===== src/rtl/dma_timing_fsm.sv =====
// DMA service timing sequencer.
// Walks one channel service through hold request, address strobe, read/write
// command phases and the count update. Outputs are re-registered from the next
// state, so they always equal a decode of the current state plus the latched
// channel/type. EOP_out_n is the exception: it qualifies S4 with tc, which is
// only valid during that same cycle.
module dma_timing_fsm (
    input  logic       CLK,
    input  logic       RESET,
    input  logic       req_valid,
    input  logic [1:0] req_ch,
    input  logic       cmd_disable,
    input  logic [1:0] xfer_type,
    input  logic       blk_mode,
    input  logic       HLDA,
    input  logic       READY,
    input  logic       tc,
    input  logic       EOP_in_n,
    output logic       HRQ,
    output logic [3:0] dack_en,
    output logic       AEN,
    output logic       ADSTB,
    output logic       MEMR_n,
    output logic       MEMW_n,
    output logic       IOR_n,
    output logic       IOW_n,
    output logic       EOP_out_n,
    output logic       update,
    output logic       busy
);

    typedef enum logic [2:0] {
        ST_SI = 3'd0,
        ST_S0 = 3'd1,
        ST_S1 = 3'd2,
        ST_S2 = 3'd3,
        ST_S3 = 3'd4,
        ST_SW = 3'd5,
        ST_S4 = 3'd6
    } state_t;

    typedef struct packed {
        logic       hrq;
        logic [3:0] dack;
        logic       aen;
        logic       adstb;
        logic       memr_n;
        logic       memw_n;
        logic       ior_n;
        logic       iow_n;
        logic       upd;
        logic       bsy;
    } outs_t;

    // Maps a state and the latched channel/type onto the bus output set.
    function automatic outs_t decode_outputs(input state_t st,
                                             input logic [1:0] ch,
                                             input logic [1:0] ty);
        outs_t o;
        logic  is_write;
        logic  is_read;
        logic  rd_phase;
        logic  wr_phase;
        logic  on_bus;
        is_write = (ty == 2'b01);
        is_read  = (ty == 2'b10);
        rd_phase = 1'b0;
        wr_phase = 1'b0;
        on_bus   = 1'b0;
        o        = '0;
        case (st)
            ST_SI: begin
                on_bus = 1'b0;
            end
            ST_S0: begin
                o.hrq = 1'b1;
            end
            ST_S1: begin
                o.hrq   = 1'b1;
                on_bus  = 1'b1;
                o.adstb = 1'b1;
            end
            ST_S2: begin
                o.hrq    = 1'b1;
                on_bus   = 1'b1;
                rd_phase = 1'b1;
            end
            ST_S3, ST_SW: begin
                o.hrq    = 1'b1;
                on_bus   = 1'b1;
                rd_phase = 1'b1;
                wr_phase = 1'b1;
            end
            ST_S4: begin
                o.hrq  = 1'b1;
                on_bus = 1'b1;
                o.upd  = 1'b1;
            end
            default: begin
                o = '0;
            end
        endcase
        if (on_bus) begin
            o.aen  = 1'b1;
            o.dack = 4'b0001 << ch;
        end else begin
            o.aen  = 1'b0;
            o.dack = 4'b0000;
        end
        // Write moves I/O to memory (IOR then MEMW); read moves memory to I/O.
        o.ior_n  = ~(is_write & rd_phase);
        o.memw_n = ~(is_write & wr_phase);
        o.memr_n = ~(is_read & rd_phase);
        o.iow_n  = ~(is_read & wr_phase);
        o.bsy    = (st != ST_SI);
        return o;
    endfunction

    localparam outs_t IDLE_OUTS = decode_outputs(ST_SI, 2'b00, 2'b00);

    state_t     state_r;
    state_t     state_next_s;
    logic [1:0] ch_r;
    logic [1:0] ch_next_s;
    logic [1:0] type_r;
    logic [1:0] type_next_s;
    logic       blk_r;
    logic       blk_next_s;
    logic       eop_r;
    logic       eop_next_s;
    logic       eop_seen_s;
    logic       active_s;
    outs_t      outs_r;

    // Next-state, channel latch and end-of-process flag computation.
    always_comb begin
        state_next_s = state_r;
        ch_next_s    = ch_r;
        type_next_s  = type_r;
        blk_next_s   = blk_r;
        eop_next_s   = eop_r;
        // An EOP seen during the current S4 also ends the block.
        eop_seen_s   = eop_r | ~EOP_in_n;
        active_s     = 1'b0;
        case (state_r)
            ST_SI: begin
                if (req_valid && !cmd_disable) begin
                    ch_next_s    = req_ch;
                    type_next_s  = xfer_type;
                    blk_next_s   = blk_mode;
                    state_next_s = ST_S0;
                end else begin
                    state_next_s = ST_SI;
                end
            end
            ST_S0: begin
                if (HLDA) begin
                    state_next_s = ST_S1;
                end else begin
                    state_next_s = ST_S0;
                end
            end
            ST_S1: begin
                active_s = 1'b1;
                if (!HLDA) begin
                    state_next_s = ST_SI;
                end else begin
                    state_next_s = ST_S2;
                end
            end
            ST_S2: begin
                active_s = 1'b1;
                if (!HLDA) begin
                    state_next_s = ST_SI;
                end else begin
                    state_next_s = ST_S3;
                end
            end
            ST_S3, ST_SW: begin
                active_s = 1'b1;
                if (!HLDA) begin
                    state_next_s = ST_SI;
                end else if (!READY) begin
                    state_next_s = ST_SW;
                end else begin
                    state_next_s = ST_S4;
                end
            end
            ST_S4: begin
                active_s = 1'b1;
                if (tc || eop_seen_s || !blk_r) begin
                    state_next_s = ST_SI;
                end else begin
                    state_next_s = ST_S1;
                end
            end
            default: begin
                state_next_s = ST_SI;
            end
        endcase
        if (state_next_s == ST_SI) begin
            eop_next_s = 1'b0;
        end else if (active_s) begin
            eop_next_s = eop_seen_s;
        end else begin
            eop_next_s = eop_r;
        end
    end

    // State, latched service parameters and registered output decode.
    always_ff @(posedge CLK) begin
        if (RESET) begin
            state_r <= ST_SI;
            ch_r    <= 2'b00;
            type_r  <= 2'b00;
            blk_r   <= 1'b0;
            eop_r   <= 1'b0;
            outs_r  <= IDLE_OUTS;
        end else begin
            state_r <= state_next_s;
            ch_r    <= ch_next_s;
            type_r  <= type_next_s;
            blk_r   <= blk_next_s;
            eop_r   <= eop_next_s;
            outs_r  <= decode_outputs(state_next_s, ch_next_s, type_next_s);
        end
    end

    assign HRQ       = outs_r.hrq;
    assign dack_en   = outs_r.dack;
    assign AEN       = outs_r.aen;
    assign ADSTB     = outs_r.adstb;
    assign MEMR_n    = outs_r.memr_n;
    assign MEMW_n    = outs_r.memw_n;
    assign IOR_n     = outs_r.ior_n;
    assign IOW_n     = outs_r.iow_n;
    assign update    = outs_r.upd;
    assign busy      = outs_r.bsy;
    assign EOP_out_n = ~((state_r == ST_S4) & tc);

endmodule


===== config.mk =====
export PLATFORM = sky130hd
export DESIGN_NAME = dma_timing_fsm
export DESIGN_NICKNAME = d
export VERILOG_FILES = /design/src/rtl/dma_timing_fsm.sv
export SDC_FILE = /design/constraint.sdc
export NUM_CORES = 1
export LEC_CHECK = 0
export ABC_CLOCK_PERIOD_IN_PS = 2300
export CAP_MARGIN = 25
export CELL_PAD_IN_SITES_DETAIL_PLACEMENT = 1
export CELL_PAD_IN_SITES_GLOBAL_PLACEMENT = 2
export CORE_MARGIN = 4
export CORE_UTILIZATION = 27
export DETAILED_ROUTE_END_ITERATION = 16
export GPL_TIMING_DRIVEN = 0
export PLACE_DENSITY = 0.73
export RECOVER_POWER = 100
export SLEW_MARGIN = 25
export SYNTH_ARGS = -nofsm -noshare
export SYNTH_HDL_FRONTEND = slang
export SYNTH_SLANG_ARGS = --single-unit
export TNS_END_PERCENT = 50

===== constraint.sdc =====
create_clock -name CLK -period 2.3 [get_ports CLK]
set_clock_uncertainty 0.1 [all_clocks]
set_input_delay 0.575 -clock CLK [delete_from_list [all_inputs] [get_ports CLK]]
set_output_delay 0.575 -clock CLK [all_outputs]
set_load 0.02 [all_outputs]

==> metrics.csv, run 1 <==
stage,metric,value,unit
status,status,completed,
layout,final_layout_size_suffix_gt1_share,15.9,%
layout,insertedDiodeCount,0,
placed_design,portBuffers,24,
die,core,3340,µm²
global_routing,antenna_found_initial,0,
synth,synth-xor-area-share,0.937,%
layout,num-fill-cells,398,
layout,nNetsFinal,140,
global_routing,grtUsageTotal,11.7,%
timing,slew_headroom,58.9,%
synth,syn_nets,109,
timing,setup_viol,0,
min_path,min_path_type,flip-flop to flip-flop,
synth,synth_compound_area_share,16.3,%
power,vdd.ir_drop.worst,244,µV
clock_tree,clkTransAtPathRegs,0.12,ns
timing,finalCritPeriodShare,97.7,%
detailed_routing,ant_nets,0,
layout,syn_to_final_growth,41.2,%
die,die_x,66.8,µm
detailed_routing,drtIter0Drc,53,
global_routing,grt_max_degree,13,
setup_path,start_kind,primary input,
clock_tree,cts_buffers,3,
setup_path,setup.worst_path.end_class,flip-flop,
layout,stdcell_count,172,
die,initial_utilization,28.0,%
synth,synth-warning-count,0,
placed_design,place_congestion,0.735,
min_path,holdPathStages,2,
placed_design,preCtsSetupSlack,-0.502,ns
die,die_area,4470,µm²
die,die_h,66.8,µm
layout,final_common_cell,dfxtp_1,
synth,syn_area_per_cell,9.74,µm²
setup_path,ff2ff_setup_slack,0.31,ns
clock_tree,cts_tree,yes,
timing,post-route-min-period,2.25,ns
global_routing,grt_pass1_wl,3920,µm
setup_path,critPathKind,primary input to flip-flop,
timing,final.setup.worst_slack,0.0533,ns
setup_path,r2r-end,MEMR_n$_SDFF_PP1_,
global_routing,grt-ovfl-total,0,
clock_tree,cts_root_buffer,clkbuf_4,
synth,synthAdderAreaFrac,0,%
clock_tree,cts.path.max_buffers,2,
placed_design,post-place-cells,166,
timing,hold_viol_final,0,
synth,synth_top_family_by_area,simple AND/OR/NAND/NOR gates,
timing,slew_violations,0,
detailed_routing,via_count,822,
detailed_routing,routed_wl,2490,µm
setup_path,worstRegToRegCells,5,
job,maxCapViolCount,0,
detailed_routing,wl_per_cell,14.4,µm
synth,synthCells,96,
min_path,holdPathEnd,blk_r$_SDFFE_PP0P_,
synth,synth-simple-area-share,28.9,%
detailed_routing,firstDrtPassIters,4,
clock_tree,numClockSinks,22,
placed_design,post-dp-hpwl,1790,µm
power,power_density,548,nW/µm²
min_path,hold_path_startpoint,blk_r$_SDFFE_PP0P_,
detailed_routing,drc,0,
timing,max_freq,445,MHz
setup_path,r2r-start,state_r[2]$_SDFF_PP0_,
layout,mostFrequentLayoutCells,"21 x dfxtp_1, 14 x dlygate4sd3_1, 8 x nand2_1, 8 x clkdlybuf4s50_1, 7 x nor2_1",
timing,worst_pin_slew,0.617,ns
global_routing,grt_pass1_vias,882,
die,ioPinCount,27,
setup_path,crit_required,2.40,ns
layout,fin_util,39.6,%
layout,seqCellArea,442,µm²
clock_tree,h-tree-depth,1,
detailed_routing,drt-vias-per-instance,4.78,
clock_tree,clk-insertion-delay-late,0.30,ns
setup_path,critical_path_arrival,2.35,ns
setup_path,path_max_fanout,5,
synth,synth.distinct_cells,37,
synth,yosysSeqAreaShare,47.1,%
synth,synthesis.area,935,µm²
synth,synth.area.mux_share,2.28,%
die,rows,21,
layout,multi_input_area,497,µm²
timing,rsz0062_at_grt,no,
power,power.leakage,0.474,nW
synth,ys_ff_latch,22,
[per-stage QoR]
| step | hold WS, ns | setup TNS (ns) | cell area (µm²) | power (mW) |
|---|---|---|---|---|
| after global placement | 0.378 | -3.86 | 1230 | 0.513 |
| final | 0.404 | 0 | 1320 | 0.723 |
| after detailed placement | 0.398 | -4.38 | 1230 | 0.516 |
| after floorplan | 0.359 | 0 | 935 | 0.470 |
| after global routing | 0.449 | 0 | 1320 | 0.769 |
| after CTS | 0.416 | 0 | 1300 | 0.737 |
[repair_timing]
action | in CTS | in global routing
resized for setup | 9 | 4
endpoints found under the setup margin | 8 | 6
setup buffers | 2 | 0
gates cloned | 0 | 1
hold buffers | 0 | 0
pin swaps | 2 | 3
[sequential cells by signal, indices dropped and copies added, names as in the netlist]
register  cells
IOR_n         1
ADSTB         1
eop_r         1
IOW_n         1
MEMW_n        1
type_r        2
busy          1
HRQ           1
state_r       3
update        1
dack_en       4
AEN           1
ch_r          2
MEMR_n        1
blk_r         1
[synth_stat cells (all sizes together)]
| library cell | number | share of area [%] |
|---|---|---|
| nand4bb | 1 | 1.2 |
| o211ai | 1 | 0.80 |
| nand3b | 2 | 1.6 |
| nor2 | 8 | 4.0 |
| nand4b | 1 | 0.94 |
| clkbuf | 5 | 2.0 |
| o21ai | 7 | 3.7 |
| nand3 | 1 | 0.53 |
| a311oi | 1 | 0.94 |
| a31oi | 2 | 1.3 |
| nand2b | 1 | 0.67 |
| nor3b | 2 | 1.6 |
| nand2 | 8 | 3.2 |
| mux2 | 1 | 1.2 |
| o21a | 2 | 1.6 |
| or3b | 1 | 0.94 |
| a21o | 2 | 1.6 |
| nand4 | 1 | 0.67 |
| nor4bb | 1 | 1.1 |
| nor2b | 5 | 3.3 |
| or4b | 3 | 4.0 |
| a41oi | 1 | 1.7 |
| nor4b | 2 | 2.5 |
| and2 | 2 | 1.3 |
| buf | 2 | 2.4 |
| dfxtp | 22 | 47 |
| nor4 | 1 | 0.67 |
| mux2i | 1 | 1.1 |
| nor3 | 1 | 0.53 |
| a2bb2oi | 1 | 0.94 |
| a21oi | 6 | 3.6 |
| xor2 | 1 | 0.94 |
[where the power goes]
group	internal (mW)	total [mW]	switching, mW
Combinational	0.0560	0.115	0.0586
Clock	0.0966	0.208	0.111
Sequential	0.393	0.400	0.00691
Total	0.546	0.723	0.177
[critical path, stage by stage]
cell and delay, ns:
clkdlybuf4s50_1 0.48, or4b_4 0.52, or4b_4 0.55, a21oi_4 0.14, nand2_1 0.07
[cells by family after synthesis]
kind of cell    Yosys count
simple gates             41
xor+xnor                  1
compound gates           23
flops                    22
mux                       2
buf+inv                   7
[cell type report]
type / count / share of cell area (%)
Buffer: 6 / 2.65
Clock buffer: 4 / 2.75
Multi-Input combinational cell: 68 / 37.6
Sequential cell: 22 / 33.5
Tap cell: 46 / 4.36
Timing Repair Buffer: 26 / 19.1
[layer usage]
layer  global-route usage (%)  vias to the layer above  share of wire [%]  wire length [µm]
met1                     13.4                      394                 46              1130
met3                     3.04                        2                6.0               149
met4                     4.57                        0               0.56                14
li1                         -                      407                  -                 -
met2                     20.7                       19                 48              1190
met5                        0                        -                  0                 0
[worst max-delay path by stage]
stage | cells after the start | slack (ns) | end | from
floorplan | 5 | 0.14 | dack_en[2]$_SDFF_PP0_ | cmd_disable
global placement | 6 | -0.46 | dack_en[2]$_SDFF_PP0_ | cmd_disable
detailed placement | 6 | -0.50 | dack_en[2]$_SDFF_PP0_ | cmd_disable
CTS | 5 | 0.009 | dack_en[0]$_SDFF_PP0_ | cmd_disable
global route | 5 | 0.02 | dack_en[0]$_SDFF_PP0_ | req_valid
finish | 5 | 0.05 | MEMR_n$_SDFF_PP1_ | req_valid
No activity file was read; power rests on OpenSTA's default activity.
==> run 2, diff against run 1 <==
--- a/config.mk
+++ b/config.mk
@@ -12,6 +12,7 @@
 export CORE_MARGIN = 4
 export CORE_UTILIZATION = 27
 export DETAILED_ROUTE_END_ITERATION = 16
+export GPL_ROUTABILITY_DRIVEN = 0
 export GPL_TIMING_DRIVEN = 0
 export PLACE_DENSITY = 0.73
 export RECOVER_POWER = 100
==> results of run 2 <==
Final layout, timing and power as in run 1 (identical DEF).
==> run 3, diff against run 2 <==
--- a/config.mk
+++ b/config.mk
@@ -11,6 +11,7 @@
 export CELL_PAD_IN_SITES_GLOBAL_PLACEMENT = 2
 export CORE_MARGIN = 4
 export CORE_UTILIZATION = 27
+export CTS_CLUSTER_DIAMETER = 40
 export DETAILED_ROUTE_END_ITERATION = 16
 export GPL_ROUTABILITY_DRIVEN = 0
 export GPL_TIMING_DRIVEN = 0
==> results of run 3 <==
Final layout, timing and power as in run 1 (identical DEF).
